$ cat config.mk
export PLATFORM = sky130hd
export DESIGN_NAME = axi_weight_bias_loader
export DESIGN_NICKNAME = d
export VERILOG_FILES = /design/src/rtl/axi_weight_bias_loader_pkg.sv /design/src/rtl/axi_weight_bias_loader.sv
export SDC_FILE = /design/constraint.sdc
export NUM_CORES = 1
export LEC_CHECK = 0
export ABC_AREA = 1
export CORE_ASPECT_RATIO = 2
export CORE_MARGIN = 8
export CORE_UTILIZATION = 43
export DETAILED_ROUTE_END_ITERATION = 7
export PLACE_DENSITY = 0.75
export SLEW_MARGIN = 10
export SYNTH_ARGS = -nofsm -noshare
export SYNTH_HDL_FRONTEND = slang
export SYNTH_SLANG_ARGS = --single-unit
$ cat constraint.sdc
create_clock -name clk -period 1.68 [get_ports clk]
set_input_delay 0.42 -clock clk [delete_from_list [all_inputs] [get_ports clk]]
set_output_delay 0.42 -clock clk [all_outputs]
set_load 0.005 [all_outputs]
$ cat src/rtl/axi_weight_bias_loader_pkg.sv
// Shared constants for the weight/bias loader and its companion memory slave:
// AXI response codes, loader FSM encoding and the memory word size.
package axi_weight_bias_loader_pkg;

   localparam logic [1:0] RESP_OKAY   = 2'b00;
   localparam logic [1:0] RESP_SLVERR = 2'b10;

   localparam logic [1:0] ST_IDLE = 2'd0;
   localparam logic [1:0] ST_ADDR = 2'd1;
   localparam logic [1:0] ST_DATA = 2'd2;
   localparam logic [1:0] ST_DONE = 2'd3;

   localparam int WORD_BYTES = 4;

endpackage

$ cat src/rtl/axi_weight_bias_loader.sv
// Read master that copies W_COUNT signed weight bytes, then B_COUNT signed
// bias bytes, from word-addressed memory into local register arrays.
module axi_weight_bias_loader
   import axi_weight_bias_loader_pkg::*;
#(
   parameter int          W_COUNT   = 756,
   parameter int          B_COUNT   = 28,
   parameter logic [31:0] BASE_ADDR = 32'h0
) (
   input  logic        clk,
   input  logic        rst,
   input  logic        start,
   output logic        done,
   output logic        M_AXI_ARVALID,
   input  logic        M_AXI_ARREADY,
   output logic [31:0] M_AXI_ARADDR,
   input  logic        M_AXI_RVALID,
   output logic        M_AXI_RREADY,
   input  logic [31:0] M_AXI_RDATA,
   input  logic [1:0]  M_AXI_RRESP
);

   localparam int TOTAL = W_COUNT + B_COUNT;
   localparam int KW    = (TOTAL > 1)   ? $clog2(TOTAL)   : 1;
   localparam int WW    = (W_COUNT > 1) ? $clog2(W_COUNT) : 1;
   localparam int BW    = (B_COUNT > 1) ? $clog2(B_COUNT) : 1;

   localparam logic [KW-1:0] K_LAST   = KW'(TOTAL - 1);
   localparam logic [KW-1:0] K_WCOUNT = KW'(W_COUNT);
   localparam logic [31:0]   STRIDE   = 32'(WORD_BYTES);

   logic signed [7:0] weight_mem [0:W_COUNT-1];
   logic signed [7:0] bias_mem   [0:B_COUNT-1];

   logic [1:0]    state;
   logic [KW-1:0] k;
   logic [31:0]   araddr;
   logic          ar_hs;
   logic          r_hs;
   logic [WW-1:0] w_idx;
   logic [BW-1:0] b_idx;
   logic          unused_bits;

   assign ar_hs         = M_AXI_ARVALID & M_AXI_ARREADY;
   assign r_hs          = M_AXI_RVALID & M_AXI_RREADY;
   assign w_idx         = WW'(k);
   assign b_idx         = BW'(k - K_WCOUNT);
   assign unused_bits   = ^{M_AXI_RDATA[31:8], M_AXI_RRESP};

   assign M_AXI_ARVALID = (state == ST_ADDR);
   assign M_AXI_RREADY  = (state == ST_DATA);
   assign M_AXI_ARADDR  = araddr;
   assign done          = (state == ST_DONE);

   always_ff @(posedge clk) begin
      if (rst) begin
         state  <= ST_IDLE;
         k      <= '0;
         araddr <= 32'h0;
      end else begin
         case (state)
            ST_IDLE, ST_DONE: begin
               if (start) begin
                  state  <= ST_ADDR;
                  k      <= '0;
                  araddr <= BASE_ADDR;
               end
            end
            ST_ADDR: begin
               if (ar_hs) state <= ST_DATA;
            end
            ST_DATA: begin
               if (r_hs) begin
                  if (k == K_LAST) begin
                     state <= ST_DONE;
                  end else begin
                     k      <= k + 1'b1;
                     araddr <= araddr + STRIDE;
                     state  <= ST_ADDR;
                  end
               end
            end
            default: state <= ST_IDLE;
         endcase
      end
   end

   // Array capture: no reset, but an abort in the same cycle suppresses the write.
   always_ff @(posedge clk) begin
      if (!rst && state == ST_DATA && r_hs) begin
         if (k < K_WCOUNT) weight_mem[w_idx] <= signed'(M_AXI_RDATA[7:0]);
         else              bias_mem[b_idx]   <= signed'(M_AXI_RDATA[7:0]);
      end
   end

endmodule

==> metrics.txt <==
hold_sp=k[2]$_SDFFE_PP0P_; critical path's slowest cell=clkdlybuf4s50_1; static leakage=1.46 nW; Async S/R FF share, synth=0%; Unique masters post-synth=32; # clock sinks=42; layout cell share with drive strength beyond 1=between 20 and 30%; Hold Crit Class=flip-flop to flip-flop; Crit Reg-Reg Startpoint=state[0]$_SDFFE_PP0P_; H-tree levels=2; # DRC=0; Worst-path clk slew=about 60 ps; max frequency=approximately 600 MHz; WL/cell=~13 microns; P per Cell Area=1270 mW/mm^2; fin crit period=between 1500 and 2000 ps; final cycle utilization of the critical path=between 90 and 100%; Crit path largest cell delay=approximately 540 ps; hold depth=2; Final nets=about 500; Gate power share=between 50% and 60%; clock share of power=21.5%; GRT Total Usage=between 10% and 20%; Yosys warnings=0; CP startpoint kind=flip-flop; Clock Tree Buf Depth=2; Syn Std Cell Area=around 0.0024 sq mm; Fillers=~470; largest net degree at the start of global routing=15; CP endpoint kind=output pin; Pint=around 2.9 mW; Post-synth EDFFs=0; RSZ-0062 raised after global routing=true; sequential area share after synthesis=~34%; R2R depth=9; hpwl dp=between 4000 and 5000 microns; outcome=complete, no violations; Ant. Diodes=0; GPL Wtd Cong=between 0.9 and 1; Clock Tree Root=clkbuf_16; CTS tree=built; Vias/cell=5.11; CP required=~1300 ps; Pwr Total=around 4.5 mW; TritonCTS Buffers=5; port buffer count=37; Core Area=about 0.0056 sq mm; # IOs=74; number of vias in the routed layout=2690; vias in the first global route=roughly 2500; CTS Hold Buffers Added=0; Initial DRC Count=between 150 and 200; first-pass GRT wire length=~11000 microns; switch share=between 30% and 40%; CP Buf/Inv Count=1; Final Skew=just over 2 ps; Seq pwr share=approximately a quarter; FP Rows=39; cell area after layout=0.00357 sq mm; grt total ovfl=0; final antenna-violating net count=0; die area=between 0.008 and 0.009 sq mm; WL final=~7000 microns; crit path max fanout=5; Die W=69.4 microns; Reg-to-Reg End=M_AXI_ARADDR[12]$_SDFFE_PP0P_; TritonRoute pass-1 iters=4; initial antenna violation count=0; Area after DPL=0.00312 sq mm; #FFs+latches synth=42; final hold viol count=0; minimum hold slack=about 480 ps; Syn Inst Count=approximately 390; Sw Pwr=1.67 mW; Max rail drop VDD=1.07 mV; synthesis-to-finish area growth=45.8%; flop2flop setup slack=around 50 ps; Top Family by Delay on Critical Path=buffers and inverters; Initial Util=around 44%; Clock Latency Late Sink=280 ps; most frequently used flop master after synthesis=dfxtp_1; worst-path cell chain=clkdlybuf4s50_1; CP arrival=around 1200 ps; final setup fails=0; Max Slew Vio Count=0; Die Y=between 100 and 150 microns; kind of critical path=flip-flop to output pin; MaxCap Viol Count=0; Hold EP=k[2]$_SDFFE_PP0P_; Post-Syn Area per Cell=approximately 6.4 sq um
cells in the final DEF, fill, tap and decap left out, drive strengths merged, types with 2 or more instances in the layout:
cell	Yosys	final
dlymetal6s2s	0	5
nand3b	3	3
nor3	7	7
nor2	80	80
buf	8	42
nand2	96	96
nand3	29	29
clkinv	0	2
dfxtp	42	42
clkbuf	2	9
o21ai	19	19
a21oi	30	30
and3	2	2
ha	5	5
xor2	2	2
dlygate4sd2	0	2
nand4	6	6
conb	1	2
clkdlybuf4s50	0	30
inv	49	48
state kept, by name, summed over array words and instances, names as in the netlist:
name and cells:
state 2, M_AXI_ARADDR 30, k 10
worst max path at each step:
| stage | slack, ps | endpoint | depth (start not counted) | start |
|---|---|---|---|---|
| after global placement | -260 | M_AXI_ARADDR[26]$_SDFFE_PP0P_ | 11 | start |
| after detailed placement | -290 | M_AXI_ARADDR[30]$_SDFFE_PP0P_ | 11 | start |
| final | 30 | M_AXI_ARADDR[24] | 1 | M_AXI_ARADDR[24]$_SDFFE_PP0P_ |
| after floorplan | 4 | M_AXI_ARADDR[27]$_SDFFE_PP0P_ | 13 | state[0]$_SDFFE_PP0P_ |
| after CTS | -150 | M_AXI_ARVALID | 3 | state[1]$_SDFFE_PP0P_ |
| after global routing | -20 | M_AXI_ARADDR[12]$_SDFFE_PP0P_ | 9 | state[0]$_SDFFE_PP0P_ |
power groups by stage:
stage	registers (mW)	clock network, mW	logic (mW)
floorplan	1.09	0	1.13
global placement	1.10	0	1.93
detailed placement	1.10	0	1.95
CTS	1.09	0.995	2.05
global route	1.11	1.03	2.66
finish	1.10	0.977	2.46
routing by layer:
layer  vias up  global-route usage (%)  part of all wire (%)
met5         -                       0                     0
met4         0                    6.06                   2.3
met3        13                    3.56                   4.7
met2        74                    26.6                    50
met1      1240                    17.4                    43
li1       1363                       -                     -
cells by family (layout without fill, tap and decap cells):
group	Yosys count	after routing	synth area share [%]
AND/OR/NAND/NOR	225	225	40.2
adder cells (fa/ha/maj)	5	5	2.55
XOR/XNOR	2	2	0.716
other	1	2	0.153
buffers and inverters	59	138	10.8
AO/OA/AOI/OAI	51	51	11.2
flip-flops	42	42	34.3
through the flow:
stage               std cells  util [%]  setup TNS [ps]  setup slack [ps]
floorplan                 386         -               0              4.18
global placement          508      55.6           -7600              -263
detailed placement        508      55.6           -8300              -287
CTS                       516      59.3            -148              -148
global route              526      63.6           -30.5             -18.2
finish                    526      63.6               0              30.8
synthesized netlist by cell type, types with 4 or more instances:
cell / instances / area [sq um]
buf_4: 4 / 30.0
o21ai_1: 5 / 25.0
nor2_1: 70 / 263
ha_1: 5 / 62.6
a21oi_1: 29 / 145
nor3_1: 7 / 35.0
dfxtp_1: 42 / 841
nor2_2: 8 / 50.1
nand4_1: 6 / 37.5
o21ai_0: 13 / 65.1
inv_1: 47 / 176
nand2_1: 95 / 357
nand3_1: 28 / 140
layout make-up:
class	instances	area, sq um	area share, %
well taps	61	76.3	2.14
inverters	49	194	5.43
multi-input cells	285	1490	41.9
repair buffers	81	787	22.0
flip-flops and latches	42	871	24.4
clock inverters	1	5.00	0.140
clock buffers	7	143	4.00
what timing repair did:
action	in CTS	in global routing
resized for setup	20	54
endpoints found under the setup margin	36	49
gates cloned	0	2
pin swaps	0	12
buffers inserted	0	8
Power figures use the tool's default switching activity.
